## config.mk

```make
export PLATFORM = sky130hd
export DESIGN_NAME = alu_uart_ctrl
export DESIGN_NICKNAME = d
export VERILOG_FILES = /design/src/rtl/alu_pkg.sv /design/src/rtl/alu_op_check.sv /design/src/rtl/alu_uart_ctrl.sv
export SDC_FILE = /design/constraint.sdc
export NUM_CORES = 1
export LEC_CHECK = 0
export CAP_MARGIN = 20
export CORE_ASPECT_RATIO = 1.1
export CORE_UTILIZATION = 36
export CTS_BUF_LIST = sky130_fd_sc_hd__clkbuf_8
export CTS_CLUSTER_SIZE = 14
export DETAILED_ROUTE_END_ITERATION = 8
export GPL_TIMING_DRIVEN = 0
export PLACE_DENSITY = 0.78
export SLEW_MARGIN = 0
export SYNTH_ARGS = -nofsm -noshare
export SYNTH_HDL_FRONTEND = slang
export SYNTH_SLANG_ARGS = --single-unit
```

## constraint.sdc

```tcl
create_clock -name i_clk -period 2.2 [get_ports i_clk]
set_input_delay 0.33 -clock i_clk [delete_from_list [all_inputs] [get_ports i_clk]]
set_output_delay 0.33 -clock i_clk [all_outputs]
set_load 0.01 [all_outputs]
```

## src/rtl/alu_pkg.sv

```systemverilog
// Shared definitions for the ALU sequencing logic: default widths,
// supported op codes and the controller state encoding.
package alu_pkg;

    localparam int NB_DATA_DEF = 8;
    localparam int NB_OP_DEF   = 6;

    // Op codes understood by the combinational ALU
    localparam logic [NB_OP_DEF-1:0] OP_ADD = 6'd32;
    localparam logic [NB_OP_DEF-1:0] OP_SUB = 6'd34;
    localparam logic [NB_OP_DEF-1:0] OP_AND = 6'd36;
    localparam logic [NB_OP_DEF-1:0] OP_OR  = 6'd37;
    localparam logic [NB_OP_DEF-1:0] OP_XOR = 6'd38;
    localparam logic [NB_OP_DEF-1:0] OP_NOR = 6'd39;
    localparam logic [NB_OP_DEF-1:0] OP_SRA = 6'd3;
    localparam logic [NB_OP_DEF-1:0] OP_SRL = 6'd4;

    // Controller sequencing states
    typedef enum logic [2:0] {
        ST_WAIT_A  = 3'd0,
        ST_WAIT_B  = 3'd1,
        ST_WAIT_OP = 3'd2,
        ST_CALC    = 3'd3,
        ST_SEND    = 3'd4,
        ST_WAIT_TX = 3'd5
    } state_e;

endpackage

```

## src/rtl/alu_op_check.sv

```systemverilog
// Combinational op-byte validator: the byte is a valid op only when the
// bits above the op field are zero and the op field is a supported code.
module alu_op_check
    import alu_pkg::*;
#(
    parameter int NB_DATA = NB_DATA_DEF,
    parameter int NB_OP   = NB_OP_DEF
) (
    input  logic [NB_DATA-1:0] i_op_byte,
    output logic               o_valid
);

    logic [NB_OP-1:0] op_field;
    logic             upper_zero;
    logic             supported;

    assign op_field   = i_op_byte[NB_OP-1:0];
    assign upper_zero = (i_op_byte[NB_DATA-1:NB_OP] == '0);

    // Match the op field against the supported code set
    always_comb begin
        // NOTE: default first so every path assigns it; no latch is inferred.
        supported = 1'b0;
        if (op_field == NB_OP'(OP_ADD) || op_field == NB_OP'(OP_SUB) ||
            op_field == NB_OP'(OP_AND) || op_field == NB_OP'(OP_OR)  ||
            op_field == NB_OP'(OP_XOR) || op_field == NB_OP'(OP_NOR) ||
            op_field == NB_OP'(OP_SRA) || op_field == NB_OP'(OP_SRL)) begin
            supported = 1'b1;
        end
    end

    assign o_valid = upper_zero & supported;

endmodule

```

## src/rtl/alu_uart_ctrl.sv

```systemverilog
// Sequencer between the UART and the combinational ALU: gathers A, B and op
// bytes, presents registered operands, captures the result after one settle
// cycle and hands it to the transmitter with a start/done handshake.
module alu_uart_ctrl
    import alu_pkg::*;
#(
    parameter int NB_DATA = NB_DATA_DEF,
    parameter int NB_OP   = NB_OP_DEF
) (
    input  logic               i_clk,
    input  logic               i_rst_n,
    input  logic [NB_DATA-1:0] i_rx_data,
    input  logic               i_rx_done,
    output logic [NB_DATA-1:0] o_alu_a,
    output logic [NB_DATA-1:0] o_alu_b,
    output logic [NB_OP-1:0]   o_alu_op,
    input  logic [NB_DATA-1:0] i_alu_result,
    output logic [NB_DATA-1:0] o_tx_data,
    output logic               o_tx_start,
    input  logic               i_tx_done,
    output logic               o_err,
    output logic               o_drop
);

    state_e             state_q;
    logic [NB_DATA-1:0] alu_a_q;
    logic [NB_DATA-1:0] alu_b_q;
    logic [NB_OP-1:0]   alu_op_q;
    logic [NB_DATA-1:0] tx_data_q;
    logic               tx_start_q;
    logic               err_q;
    logic               drop_q;
    logic               op_valid;

    alu_op_check #(
        .NB_DATA (NB_DATA),
        .NB_OP   (NB_OP)
    ) u_op_check (
        .i_op_byte (i_rx_data),
        .o_valid   (op_valid)
    );

    // Transaction FSM with registered operands, result and pulse outputs
    always_ff @(posedge i_clk or negedge i_rst_n) begin
        if (!i_rst_n) begin
            state_q    <= ST_WAIT_A;
            alu_a_q    <= '0;
            alu_b_q    <= '0;
            alu_op_q   <= '0;
            tx_data_q  <= '0;
            tx_start_q <= 1'b0;
            err_q      <= 1'b0;
            drop_q     <= 1'b0;
        end else begin
            // NOTE: non-blocking throughout so every register samples pre-edge values.
            tx_start_q <= 1'b0;
            err_q      <= 1'b0;
            drop_q     <= 1'b0;
            case (state_q)
                ST_WAIT_A: begin
                    if (i_rx_done) begin
                        alu_a_q <= i_rx_data;
                        state_q <= ST_WAIT_B;
                    end
                end
                ST_WAIT_B: begin
                    if (i_rx_done) begin
                        alu_b_q <= i_rx_data;
                        state_q <= ST_WAIT_OP;
                    end
                end
                ST_WAIT_OP: begin
                    if (i_rx_done) begin
                        if (op_valid) begin
                            alu_op_q <= i_rx_data[NB_OP-1:0];
                            state_q  <= ST_CALC;
                        end else begin
                            // Operands are abandoned; next byte starts a new A
                            err_q   <= 1'b1;
                            state_q <= ST_WAIT_A;
                        end
                    end
                end
                ST_CALC: begin
                    drop_q    <= i_rx_done;
                    tx_data_q <= i_alu_result;
                    state_q   <= ST_SEND;
                end
                ST_SEND: begin
                    drop_q     <= i_rx_done;
                    tx_start_q <= 1'b1;
                    state_q    <= ST_WAIT_TX;
                end
                ST_WAIT_TX: begin
                    drop_q <= i_rx_done;
                    if (i_tx_done) begin
                        state_q <= ST_WAIT_A;
                    end
                end
                default: begin
                    state_q <= ST_WAIT_A;
                end
            endcase
        end
    end

    assign o_alu_a    = alu_a_q;
    assign o_alu_b    = alu_b_q;
    assign o_alu_op   = alu_op_q;
    assign o_tx_data  = tx_data_q;
    assign o_tx_start = tx_start_q;
    assign o_err      = err_q;
    assign o_drop     = drop_q;

endmodule

```

==> flow_metrics.tcl, run 1 <==
set metrics [dict create \
    io_buffers 52 \
    maxSlewViolCount 0 \
    switchingPower_mw 0.821 \
    required_ns 2.38 \
    grt-ovfl-total 0 \
    path_class "input port to register" \
    p_clk_frac 0.196 \
    cp.arrival_ns 2.04 \
    synthDistinctLibCells 32 \
    final_antenna_net_count 0 \
    die_y_um 69.9 \
    intPower_mw 2.05 \
    antenna-diode-count 0 \
    holdWs_ns 0.119 \
    peakVddDrop_uv 608 \
    dieWidth_um 63.7 \
    core_area_mm2 0.00399 \
    drv_cap 0 \
    cts.reportedPaths.clkPinSlew_ns 0.07 \
    final_cell_mix "clkdlybuf4s50_1, dfrtp_1, mux2_2, clkbuf_8, mux2_4" \
    ioPinCount 53 \
    synth_area_mm2 0.00151 \
    p_seq_frac 0.376 \
    p_comb_frac 0.427 \
    grt_pass1_vias 1059 \
    syn-num-nets 118 \
    root_buffer "clkbuf_8" \
    drt_pass1_iterations 4 \
    clockBufferDepth 2 \
    tightest_slew_ns 0.789 \
    status "completed" \
    grt_max_degree 37 \
    powerDensity_mw_per_mm2 1310 \
    cts_buffers 5 \
    synthesis.instances 98 \
    finalPower_mw 2.87 \
    num_rows 24 \
    mostFrequentLayoutCell "clkdlybuf4s50_1" \
    ys_seq_area_frac 0.597 \
    clock_latency_ns 0.29 \
    yosysWarnings 0 \
    postCtsSetupBuffers 0 \
    viasPerCell 4.78 \
    finalNetCount 177 \
    gp_congestion 0.680 \
    finalCritPeriodShare 0.849 \
    rsz0062_at_grt "no" \
    area_delta_synth_final_pct 45.6 \
    drc 0 \
    endpoint_kind "register" \
    post_cts_resized 0 \
    dr_total_vias 1004 \
    switching_share 0.286 \
    drive_gt1_frac 0.310 \
    start_util 0.378 \
    cp-start-kind "input port" \
    antenna_found_initial 0 \
    dieArea_mm2 0.00445 \
    htreeDepth 2 \
    tritoncts "built" \
    drtIter0Drc 28 \
    synth-seq-cells 36 \
    cp_max_fo 9 \
    fillerInstances 336 \
    syn_area_per_cell_um2 15.4 \
    hold_viol 0 \
    ctsHoldBuffers 0 \
    p_leak_nw 0.937 \
    relSlewSlack 0.474 \
    fin_crit_ns 1.87 \
    clock.fmax_ghz 0.536 \
    dpl.hpwl_um 2100 \
    grt_first_pass_wirelength_um 5210 \
    crit_path_cell_trace "clkdlybuf4s50_1 > nand2b_4 > nor3b_2 > mux2_2" \
    skew_ns 0.00517 \
    wire_per_inst_um 13.9 \
    slowest_stage "clkdlybuf4s50_1" \
    routed_wl_um 2920 \
    grt.total_usage 0.154 \
    min_path_type "input port to asynchronous set/reset pin" \
    layout_setup_ws_ns 0.333 \
    cts.sinks 36 \
    finalSetupViolCount 0 \
    crit_path_max_incr_delay_ns 0.60 \
    dp_slack_ns -0.0165 \
]
## registers in the layout, indices dropped and copies added (netlist names)
register and count:
o_alu_op 6, o_alu_a 8, o_alu_b 8, o_tx_start 1, o_err 1, state_q 3, o_tx_data 8, o_drop 1
## cells in the mapped netlist
| library cell | count | share of area |
|---|---|---|
| a21oi_1 | 1 | 0.0033 |
| buf_2 | 1 | 0.0033 |
| nor4b_1 | 2 | 0.012 |
| or4_4 | 1 | 0.0075 |
| nor4bb_1 | 1 | 0.0066 |
| nand2_1 | 2 | 0.0050 |
| o21ai_0 | 2 | 0.0066 |
| nand2b_4 | 1 | 0.0091 |
| nand4bb_1 | 1 | 0.0075 |
| and2_1 | 1 | 0.0041 |
| o21ai_4 | 1 | 0.011 |
| a21boi_0 | 1 | 0.0050 |
| inv_1 | 1 | 0.0025 |
| or2_2 | 1 | 0.0041 |
| nor2_1 | 1 | 0.0025 |
| nor3_2 | 1 | 0.0066 |
| nor3_1 | 1 | 0.0033 |
| nor3b_2 | 1 | 0.0083 |
| buf_6 | 1 | 0.0075 |
| and2_2 | 2 | 0.0099 |
| nand3b_1 | 1 | 0.0050 |
| a211o_1 | 2 | 0.012 |
| or2b_1 | 1 | 0.0050 |
| a21o_2 | 1 | 0.0058 |
| a21oi_4 | 1 | 0.011 |
| dfrtp_1 | 36 | 0.60 |
| o31ai_1 | 1 | 0.0050 |
| nor4_1 | 1 | 0.0041 |
| nor2_4 | 1 | 0.0075 |
| mux2_2 | 24 | 0.18 |
| nand2b_1 | 1 | 0.0041 |
| mux2_4 | 4 | 0.040 |
## worst max-delay path: cells and delay by family
| kind | cells | cell delay, ns |
|---|---|---|
| buffers and inverters | 1 | 0.60 |
| multiplexers | 1 | 0.41 |
| AND/OR/NAND/NOR | 2 | 0.70 |
## final timing paths
kind / start / endpoint / slack [ns] / cells after the start
max: i_rx_done / o_alu_b[4] / 0.33 / 4
min: i_rst_n / o_alu_op[4] / 0.12 / 1
max reg2reg: state_q[2] / o_alu_b[4] / 0.43 / 3
min reg2reg: o_alu_op[4] / o_alu_op[4] / 0.50 / 1
max in group asynchronous: i_rst_n / state_q[2] / 1.58 / 1
min in group i_clk: o_alu_op[4] / o_alu_op[4] / 0.50 / 1
## cell type report
| class | instances | area (um^2) | area share |
|---|---|---|---|
| well taps | 52 | 65.1 | 0.0296 |
| clock buffers | 5 | 68.8 | 0.0313 |
| flip-flops and latches | 36 | 901 | 0.410 |
| inverters | 1 | 3.75 | 0.00171 |
| repair buffers | 52 | 515 | 0.235 |
| plain buffers | 2 | 16.3 | 0.00740 |
| clock inverters | 3 | 38.8 | 0.0177 |
| multi-input cells | 59 | 588 | 0.268 |
## per-stage QoR
step | utilization | std cells | TNS [ns] | cell area [um^2]
final | 0.550 | 210 | 0 | 2200
after global placement | 0.524 | 202 | 0 | 2090
after CTS | 0.550 | 210 | 0 | 2200
after floorplan | - | 98 | 0 | 1510
after global routing | 0.550 | 210 | 0 | 2200
after detailed placement | 0.523 | 202 | -0.0779 | 2090
## routing by layer
| metal | track usage | vias to the layer above | part of all wire |
|---|---|---|---|
| li1 | - | 473 | - |
| met1 | 0.194 | 485 | 0.44 |
| met2 | 0.241 | 40 | 0.47 |
| met3 | 0.0588 | 6 | 0.067 |
| met4 | 0.0530 | 0 | 0.017 |
| met5 | 0 | - | 0 |
## logic make-up after synthesis
logic type      synth area share
buf+inv                   0.0133
mux                        0.219
compound gates            0.0589
flops                      0.597
simple gates               0.112
## power groups by stage
stage / sequential, mW / combinational (mW) / clock (mW)
after floorplan: 1.20 / 0.485 / 0
after global placement: 1.07 / 1.21 / 0
after detailed placement: 1.09 / 1.24 / 0
after CTS: 1.08 / 1.25 / 0.573
after global routing: 1.12 / 1.33 / 0.605
final: 1.08 / 1.23 / 0.563
Note: power is estimated with default switching activity, not from simulation.
==> run 2: changes to the inputs <==
--- a/config.mk
+++ b/config.mk
@@ -12,7 +12,7 @@
 export CTS_CLUSTER_SIZE = 14
 export DETAILED_ROUTE_END_ITERATION = 8
 export GPL_TIMING_DRIVEN = 0
-export PLACE_DENSITY = 0.78
+export PLACE_DENSITY = 0.81
 export SLEW_MARGIN = 0
 export SYNTH_ARGS = -nofsm -noshare
 export SYNTH_HDL_FRONTEND = slang
==> constraint.sdc (replaced) <==
create_clock -name i_clk -period 1.7 [get_ports i_clk]
set_input_delay 0.255 -clock i_clk [delete_from_list [all_inputs] [get_ports i_clk]]
set_output_delay 0.255 -clock i_clk [all_outputs]
set_load 0.01 [all_outputs]
==> run 2 against run 1 <==
- clock power increased by 10%
- non-clock buffer count increased by 2
- register-to-register slack got worse by 0.24 ns
- critical path type unchanged
- design area increased by 0.57%
- count of clock-buffer cells in the layout increased by 1
- worst setup slack got worse by 0.30 ns
- via count increased by 2.6%
- final cell count increased by 0.95%
- critical path depth increased by 1
- clock skew increased by 0.0016 ns
- global-route usage increased by 0.47 points
- routed wire length increased by 7.3%
==> flow_metrics.tcl, run 2 (synthesized netlist as in run 1, its figures left out) <==
set metrics [dict create \
    switching_share 0.298 \
    r2r_slack_ns 0.19 \
    regArea_um2 901 \
    dieArea_mm2 0.00445 \
    cp-start-kind "input port" \
    tightest_slew_ns 0.778 \
    fillerInstances 327 \
    crit_buf_inv 1 \
    drt_pass1_iterations 4 \
    cts.sinks 36 \
    final_antenna_net_count 0 \
    finalInstanceArea_mm2 0.00221 \
    grt_pass1_vias 1068 \
    dieWidth_um 63.7 \
    root_buffer "clkbuf_8" \
    clock.fmax_ghz 0.599 \
    gp_congestion 0.721 \
    drive_gt1_frac 0.325 \
    finalCritPeriodShare 0.983 \
    htreeDepth 2 \
    wire_per_inst_um 14.8 \
    io_buffers 52 \
    antenna_found_initial 0 \
    finalPower_mw 3.67 \
    critPathTopFamily "simple AND/OR/NAND/NOR gates" \
    drc 0 \
    min_path_type "input port to asynchronous set/reset pin" \
    met1_length_um 1400 \
    switchingPower_mw 1.10 \
    num_rows 24 \
    dr_wl_met3_um 196 \
    dr_total_vias 1030 \
    relSlewSlack 0.481 \
    path_class "input port to register" \
    worstReg2RegEnd "o_alu_op[2]" \
    fin_cells 212 \
    multiInputGateArea_um2 601 \
    hold_viol 0 \
    cts_buffers 5 \
    drv_cap 0 \
    cts.reportedPaths.clkPinSlew_ns 0.07 \
    endpoint_kind "register" \
    setup_tns_ns 0 \
    start_util 0.378 \
    core_area_mm2 0.00399 \
    p_seq_frac 0.380 \
    area_delta_synth_final_pct 46.4 \
    finalSetupViolCount 0 \
    reg2reg_depth 4 \
    required_ns 1.88 \
    grt_first_pass_wirelength_um 5310 \
    final_cell_mix "clkdlybuf4s50_1, dfrtp_1, mux2_2, clkbuf_8, mux2_4" \
    peakVddDrop_uv 686 \
    dp.cells 202 \
    die_y_um 69.9 \
    startpoint "i_rx_data[7]" \
    crit_path_cell_trace "clkdlybuf4s50_1 > or4_4 > nor2_4 > o21ai_4 > mux2_4" \
    dp_slack_ns -0.460 \
    cp.arrival_ns 1.85 \
    wl_met2_um 1490 \
    intPower_mw 2.58 \
    p_leak_nw 0.941 \
    ctsHoldBuffers 0 \
    tritoncts "built" \
    grt_max_degree 37 \
    layout_setup_ws_ns 0.0294 \
    worst-path-stages 5 \
    finalNetCount 179 \
    antenna-diode-count 0 \
    slowest_stage "or4_4" \
    top_layer "met4" \
    mostFrequentLayoutCell "clkdlybuf4s50_1" \
    status "completed" \
    grt.total_usage 0.159 \
    rsz0062_at_grt "no" \
    crit_path_max_incr_delay_ns 0.58 \
    r2r_start "state_q[2]" \
    powerDensity_mw_per_mm2 1660 \
    grt-ovfl-total 0 \
    dpl_cell_area_mm2 0.00209 \
    skew_ns 0.00676 \
    ioPinCount 53 \
    routed_wl_um 3130 \
    fin_crit_ns 1.67 \
    cp-endpoint "o_alu_op[2]" \
    drtIter0Drc 34 \
    dpl.hpwl_um 2240 \
    p_comb_frac 0.451 \
    viasPerCell 4.86 \
    clockBufferDepth 2 \
    p_clk_frac 0.169 \
    cp_max_fo 6 \
    clock_latency_ns 0.29 \
    maxSlewViolCount 0 \
]
run 2: worst min path at each step:
stage / endpoint / startpoint / cells after the start / slack [ns]
after floorplan: o_alu_a[0] / i_rst_n / 0 / -0.04
after global placement: o_alu_op[3] / o_alu_op[3] / 1 / 0.48
after detailed placement: o_tx_start / i_rst_n / 1 / 0.39
after CTS: state_q[0] / i_rst_n / 1 / 0.07
after global routing: state_q[0] / i_rst_n / 1 / 0.1
final: state_q[0] / i_rst_n / 1 / 0.05
run 2: power groups by stage:
stage,clock (mW),sequential [mW],combinational (mW)
after floorplan,0,1.55,0.628
after global placement,0,1.39,1.57
after detailed placement,0,1.41,1.61
after CTS,0.639,1.40,1.65
after global routing,0.682,1.44,1.75
final,0.621,1.40,1.65
run 2: final cells by class:
cell class	count	area share
Inverter	1	0.00170
Sequential cell	36	0.408
Buffer	2	0.00736
Multi-Input combinational cell	59	0.272
Timing Repair Buffer	54	0.240
Clock inverter	2	0.00453
Clock buffer	6	0.0374
Tap cell	52	0.0294
run 2: per-stage QoR:
| stage | hold WS, ns | util |
|---|---|---|
| after floorplan | -0.0406 | - |
| after global placement | 0.482 | 0.524 |
| after detailed placement | 0.387 | 0.523 |
| after CTS | 0.0748 | 0.549 |
| after global routing | 0.0992 | 0.553 |
| final | 0.0452 | 0.553 |
run 2: timing repair:
action                                  4_1_cts  5_1_grt
endpoints found under the setup margin        8        8
pin swaps                                     0        1
gates resized for setup                       2        0
buffers inserted                              0        2
run 2: metal layers:
layer / global-route usage / vias to the layer above
met4: 0.0606 / 0
li1: - / 475
met2: 0.252 / 42
met3: 0.0621 / 6
met1: 0.193 / 507
met5: 0 / -
run 2: worst register-to-register path: cells and delay by family, from the launching register on:
kind / cells / cell delay [ns]
and+or+nand+nor: 2 / 0.52
DFF: 1 / 0.46
muxes: 1 / 0.31
AOI/OAI and AO/OA: 1 / 0.11
